## config.mk

```make
export PLATFORM = sky130hd
export DESIGN_NAME = branch_predictor
export DESIGN_NICKNAME = d
export VERILOG_FILES = /design/src/rtl/bp_pkg.sv /design/src/rtl/sat_counter2.sv /design/src/rtl/branch_predictor.sv
export SDC_FILE = /design/constraint.sdc
export NUM_CORES = 1
export LEC_CHECK = 0
export BUFFER_PORTS_ARGS = -buffer_cell sky130_fd_sc_hd__buf_4
export CORE_MARGIN = 4
export CORE_UTILIZATION = 60
export CTS_BUF_LIST = sky130_fd_sc_hd__clkbuf_2 sky130_fd_sc_hd__clkbuf_4 sky130_fd_sc_hd__clkbuf_8
export DETAILED_ROUTE_END_ITERATION = 16
export HOLD_SLACK_MARGIN = 0.06
export PLACE_DENSITY = 0.88
export SLEW_MARGIN = 40
export SYNTH_ARGS = -nofsm -noshare
export SYNTH_HDL_FRONTEND = slang
export SYNTH_SLANG_ARGS = --single-unit
export TNS_END_PERCENT = 5
```

## constraint.sdc

```tcl
create_clock -name clk -period 6.3 [get_ports clk]
set_clock_uncertainty 0.1 [all_clocks]
set_input_delay 1.26 -clock clk [delete_from_list [all_inputs] [get_ports clk]]
set_output_delay 1.26 -clock clk [all_outputs]
set_load 0.05 [all_outputs]
```

## src/rtl/bp_pkg.sv

```systemverilog
// bp_pkg: shared definitions for the branch predictor slice.
//   - 2-bit saturating counter type and its encoding (SNT/WNT/WT/ST)
//   - predictor FSM state type (INIT sweep / RUN)
//   - default table depth and PC width
package bp_pkg;

  localparam int BP_ENTRIES = 16;
  localparam int BP_XLEN    = 32;

  typedef logic [1:0] ctr_t;

  localparam ctr_t SNT = 2'b00;
  localparam ctr_t WNT = 2'b01;
  localparam ctr_t WT  = 2'b10;
  localparam ctr_t ST  = 2'b11;

  typedef enum logic {
    INIT = 1'b0,
    RUN  = 1'b1
  } bp_state_t;

endpackage

```

## src/rtl/sat_counter2.sv

```systemverilog
// sat_counter2: combinational next value of a 2-bit saturating counter.
// Ports:
//   ctr      in  current counter value
//   taken    in  resolved outcome (1 = count up, 0 = count down)
//   ctr_next out counter after one step, clamped at SNT and ST
module sat_counter2
  import bp_pkg::*;
(
  input  ctr_t ctr,
  input  logic taken,
  output ctr_t ctr_next
);

  // Step toward the outcome, holding at either end of the range.
  always_comb begin
    ctr_next = ctr;
    if (taken && (ctr != ST)) begin
      ctr_next = ctr + 2'd1;
    end else if (!taken && (ctr != SNT)) begin
      ctr_next = ctr - 2'd1;
    end
  end

endmodule

```

## src/rtl/branch_predictor.sv

```systemverilog
// branch_predictor: direct-mapped branch history/target table.
// Fetch looks up fetch_pc combinationally; execute trains the table with
// resolved conditional branches. After reset or flush, an INIT sweep clears
// one valid bit per cycle before the table is used again.
// Ports:
//   clk, rst_n            clock, asynchronous active-low reset
//   flush                 invalidate the whole table (single-cycle pulse)
//   fetch_pc              PC being fetched
//   pred_taken            predict taken
//   pred_target           predicted next PC
//   ready                 table usable (RUN state)
//   upd_valid             a resolved conditional branch this cycle
//   upd_pc                PC of the resolved branch
//   upd_taken             actual outcome
//   upd_target            computed branch target
module branch_predictor
  import bp_pkg::*;
#(
  parameter int ENTRIES = BP_ENTRIES,
  parameter int XLEN    = BP_XLEN
) (
  input  logic            clk,
  input  logic            rst_n,
  input  logic            flush,
  input  logic [XLEN-1:0] fetch_pc,
  output logic            pred_taken,
  output logic [XLEN-1:0] pred_target,
  output logic            ready,
  input  logic            upd_valid,
  input  logic [XLEN-1:0] upd_pc,
  input  logic            upd_taken,
  input  logic [XLEN-1:0] upd_target
);

  localparam int IDX  = $clog2(ENTRIES);
  localparam int TAGW = XLEN - IDX - 2;

  bp_state_t          state_q, state_d;
  logic [IDX-1:0]     clr_idx_q, clr_idx_d;
  logic [ENTRIES-1:0] valid_q;

  logic [TAGW-1:0]    tag_q    [ENTRIES];
  ctr_t               ctr_q    [ENTRIES];
  logic [XLEN-1:0]    target_q [ENTRIES];

  logic [IDX-1:0]     fetch_idx, upd_idx;
  logic [TAGW-1:0]    fetch_tag, upd_tag;
  logic               fetch_hit, upd_hit;
  logic               train_en, do_train_hit, do_alloc;
  ctr_t               upd_ctr_next;

  // The low two PC bits never take part in indexing or tagging.
  logic unused_pc_bits;
  assign unused_pc_bits = ^{fetch_pc[1:0], upd_pc[1:0]};

  assign fetch_idx = fetch_pc[IDX+1:2];
  assign fetch_tag = fetch_pc[XLEN-1:IDX+2];
  assign upd_idx   = upd_pc[IDX+1:2];
  assign upd_tag   = upd_pc[XLEN-1:IDX+2];

  // Lookup reads registered contents only, so a same-cycle update to the
  // same entry is not forwarded.
  assign ready       = (state_q == RUN);
  assign fetch_hit   = valid_q[fetch_idx] && (tag_q[fetch_idx] == fetch_tag);
  assign pred_taken  = ready && fetch_hit && ctr_q[fetch_idx][1];
  assign pred_target = pred_taken ? target_q[fetch_idx] : fetch_pc + XLEN'(4);

  assign upd_hit = valid_q[upd_idx] && (tag_q[upd_idx] == upd_tag);

  sat_counter2 u_sat_counter2 (
    .ctr      (ctr_q[upd_idx]),
    .taken    (upd_taken),
    .ctr_next (upd_ctr_next)
  );

  // Training only happens in RUN; a flush in the same cycle drops the update.
  assign train_en     = ready && upd_valid && !flush;
  assign do_train_hit = train_en && upd_hit;
  assign do_alloc     = train_en && !upd_hit && upd_taken;

  // INIT walks clr_idx across the table once, then hands over to RUN.
  // Flush is only honoured from RUN, so a flush mid-sweep cannot restart it.
  always_comb begin
    state_d   = state_q;
    clr_idx_d = clr_idx_q;
    case (state_q)
      INIT: begin
        if (clr_idx_q == IDX'(ENTRIES - 1)) begin
          state_d   = RUN;
          clr_idx_d = '0;
        end else begin
          clr_idx_d = clr_idx_q + IDX'(1);
        end
      end
      RUN: begin
        if (flush) begin
          state_d   = INIT;
          clr_idx_d = '0;
        end
      end
      default: begin
        state_d   = INIT;
        clr_idx_d = '0;
      end
    endcase
  end

  // Control state and valid bits; the sweep clears one valid bit per cycle.
  always_ff @(posedge clk or negedge rst_n) begin
    if (!rst_n) begin
      state_q   <= INIT;
      clr_idx_q <= '0;
      valid_q   <= '0;
    end else begin
      state_q   <= state_d;
      clr_idx_q <= clr_idx_d;
      if (state_q == INIT) begin
        valid_q[clr_idx_q] <= 1'b0;
      end else if (do_alloc) begin
        valid_q[upd_idx] <= 1'b1;
      end
    end
  end

  // Payload arrays carry no reset so they can map onto RAM; a new entry
  // starts weakly taken since it was allocated on a taken branch.
  always_ff @(posedge clk) begin
    if (do_alloc) begin
      tag_q[upd_idx]    <= upd_tag;
      ctr_q[upd_idx]    <= WT;
      target_q[upd_idx] <= upd_target;
    end else if (do_train_hit) begin
      ctr_q[upd_idx] <= upd_ctr_next;
      if (upd_taken) begin
        target_q[upd_idx] <= upd_target;
      end
    end
  end

endmodule
```

==> metrics.yaml <==
clock_network:
  clock_latency_ns: 0.83
  clk_pin_slew_ns: 0.07
  cts_num_sinks: 981
  cts_tree: "yes"
  cts_max_path_buffers: 3
  ctsHtreeMaxLevel: 4
  cts_hold_buf: 0
  cts_buffers: 153
  clockRootBuffer: "clkbuf_8"
worst_setup_path:
  r2r-start: "tag_q[3][11]"
  crit_family: "multiplexers"
  ff2ff_setup_slack_ns: 2.24
  critPathMaxFanout: 35
  critPathBufInv: 4
  path_cells: "buf_12 > mux4_2 > mux4_2 > xor2_1 > nor4_2 > nand4_1 > nor4_4 > buf_12 > buf_12 > mux2_2 > buf_4"
  max_stage_delay_ns: 0.56
  crit_slowest_cell: "mux4_2"
  critPathKind: "primary input to output port"
  cp-start-kind: "primary input"
  r2r_cells: 10
  cpMostUsedCell: "buf_12"
  crit_start: "fetch_pc[2]"
  arrival_ns: 4.79
  endpoint_kind: "output port"
  cp.required_ns: 4.94
  r2r-end: "tag_q[2][22]"
yosys:
  synth.area.top_cells: "edfxtp_1 (67%), mux4_2 (18%), mux2i_1 (2.3%)"
  ys_ff_latch: 981
  synth_cell_types: 74
  synth_top_area_share_pct: 66.7
  syn_avg_cell_area_um2: 19.8
  synth_ff_type: "edfxtp_1"
  synth_warnings: 0
  synth_mux_area_share_pct: 22.7
  synth-simple-area-share_pct: 3.27
  ys_seq_area_share_pct: 67.9
  syn_nets: 2287
  synth_compound_area_share_pct: 2.54
  syn_inst: 2179
  synth_area_leader_cell: "edfxtp_1"
  synthAdderAreaFrac_pct: 0.203
  syn-cell-area_um2: 43200
  synth_edf_count: 960
  synth_xor_area_share_pct: 1.68
  synthArstFlopShare_pct: 2.14
  synth_top_family_by_area: "multiplexers"
sta:
  worstMarginPinSlew_ns: 0.856
  tns_ns: 0
  slew_headroom_pct: 42.8
  hold_viol: 0
  fmax_mhz: 163
  fin_crit_ns: 6.15
  setup_viol: 0
  rsz0062_at_grt: "false"
  drv_slew: 0
  period_share_pct: 97.7
placement:
  dp_hpwl_um: 71800
  gp_congestion: 0.898
  dp.cells: 3234
  postPlaceCellArea_um2: 46100
  io_buffers: 132
power:
  power_density_nw_per_um2: 281
  peakVddDrop_mv: 0.242
  p_leak_nw: 16.1
global_routing:
  grt_pass1_wl_um: 173000
  antenna_found_initial: 9
  first_global_vias: 25814
  grt_max_degree: 68
  grtUsageTotal_pct: 31.0
  grt-ovfl-total: 0
drt:
  post_drt_wl_per_cell_um: 33.8
  ant_nets: 0
  drtPass1Iterations: 6
  drt_drc_violations_left: 0
  detail_route.iter0.violations: 4205
  via_per_inst: 7.17
  finalWirelength_um: 119000
  vias: 25213
floorplanning:
  die-area_um2: 76400
  num_rows: 98
  start_util_pct: 60.5
  die_y_um: 276
  io_pins: 135
  core_um2: 71500
  die_w_um: 276
finish:
  final_cells: 3517
  areaGrowthSynthToFinish_pct: 13.6
  final_util_pct: 68.7
  nNetsFinal: 2548
  drive_above_1_share_pct: 37.0
  final_area_um2: 49100
min_path:
  hold_path.class: "primary input to asynchronous set/reset pin"
status:
  status: "finished clean"
flow_run:
  drv_cap: 0
-- sequential cells by signal (all words and copies together), names as in the netlist --
name and count:
ctr_q 32, ready 1, tag_q 416, target_q 512, clr_idx_q 4, valid_q 16
-- cell type report --
cell class	count	area [µm²]
fill	4113	22400
antenna	8	20.0
timing repair buffer	246	2200
inverter	12	47.5
clock inverter	68	433
multi-input combinational	1046	13300
tap	950	1190
sequential	981	29400
clock buffer	206	2530
-- worst max-delay path by stage --
stage                      endpoint  slack (ns)  cells past startpoint
CTS                  pred_target[1]        0.01                     14
global route         pred_target[1]        0.03                     13
floorplan            pred_target[2]        0.19                     12
finish               pred_target[1]        0.15                     11
detailed placement  pred_target[19]        0.05                     13
global placement    pred_target[19]        0.08                     13
-- metal layers --
layer	global-route usage (%)	up-vias	part of all wire [%]
met3	8.66	432	14
li1	-	9721	-
met1	40.5	12764	33
met2	48.7	2290	48
met5	0	-	0.030
met4	15.3	6	5.2
-- cells in the mapped netlist (8+ instances only) --
| cell | instances |
|---|---|
| o31ai_1 | 25 |
| clkbuf_1 | 53 |
| nand3_1 | 27 |
| edfxtp_1 | 960 |
| mux4_2 | 347 |
| xor2_1 | 29 |
| nor3_1 | 36 |
| nand4_1 | 11 |
| o21ai_0 | 36 |
| and3_1 | 13 |
| nand2_1 | 60 |
| a21oi_1 | 8 |
| mux2_4 | 28 |
| buf_1 | 29 |
| mux2_2 | 52 |
| dfrtp_1 | 21 |
| nand2b_1 | 17 |
| nor2b_1 | 14 |
| xnor2_1 | 54 |
| buf_4 | 9 |
| inv_1 | 11 |
| o22ai_1 | 29 |
| nor2_1 | 52 |
| buf_2 | 38 |
| a22oi_1 | 10 |
| mux2i_1 | 98 |
| buf_6 | 10 |
-- logic make-up after synthesis --
family | after synthesis
xor+xnor | 83
buf+inv | 152
compound gates | 158
mux | 525
simple gates | 273
fa+ha+maj | 7
flops | 981
-- cell usage in the layout, fill, tap and decap left out, types with 13 or more instances in the layout --
| cell | instances |
|---|---|
| xor2_1 | 29 |
| nor2b_1 | 14 |
| clkbuf_4 | 48 |
| nor2_1 | 36 |
| nand3_1 | 27 |
| mux2_4 | 28 |
| clkinv_1 | 43 |
| buf_4 | 217 |
| nor3_2 | 14 |
| dfrtp_1 | 21 |
| and3_1 | 13 |
| mux2_2 | 52 |
| o22ai_1 | 29 |
| nand2_1 | 60 |
| mux4_2 | 347 |
| mux2i_1 | 97 |
| buf_12 | 21 |
| clkbuf_8 | 158 |
| nor2_4 | 16 |
| o21ai_0 | 36 |
| o31ai_1 | 25 |
| nand2b_1 | 17 |
| xnor2_1 | 54 |
| nor3_1 | 21 |
| edfxtp_1 | 960 |
-- metrics by stage --
step / setup slack [ns] / hold slack [ns] / total power, mW
after global routing: 0.0310 / 0.208 / 14.2
after detailed placement: 0.0474 / 0.436 / 8.61
after global placement: 0.0769 / 0.422 / 8.56
after floorplan: 0.185 / 0.368 / 8.16
after CTS: 0.0111 / 0.172 / 13.8
final: 0.148 / 0.200 / 13.8
-- repair_timing --
item,4_1_cts,5_1_grt
endpoints found under the setup margin,0,32
hold endpoints to repair,0,0
resized for setup,0,4
buffers inserted,0,0
-- power by group --
group | total, mW | internal [mW] | leakage, nW | switching, mW
registers | 7.30 | 7.22 | 8.98 | 0.0798
logic | 1.20 | 0.501 | 5.58 | 0.700
clock network | 5.28 | 2.72 | 1.57 | 2.55
total | 13.8 | 10.4 | 16.1 | 3.33
(Power assumes the default switching activity.)
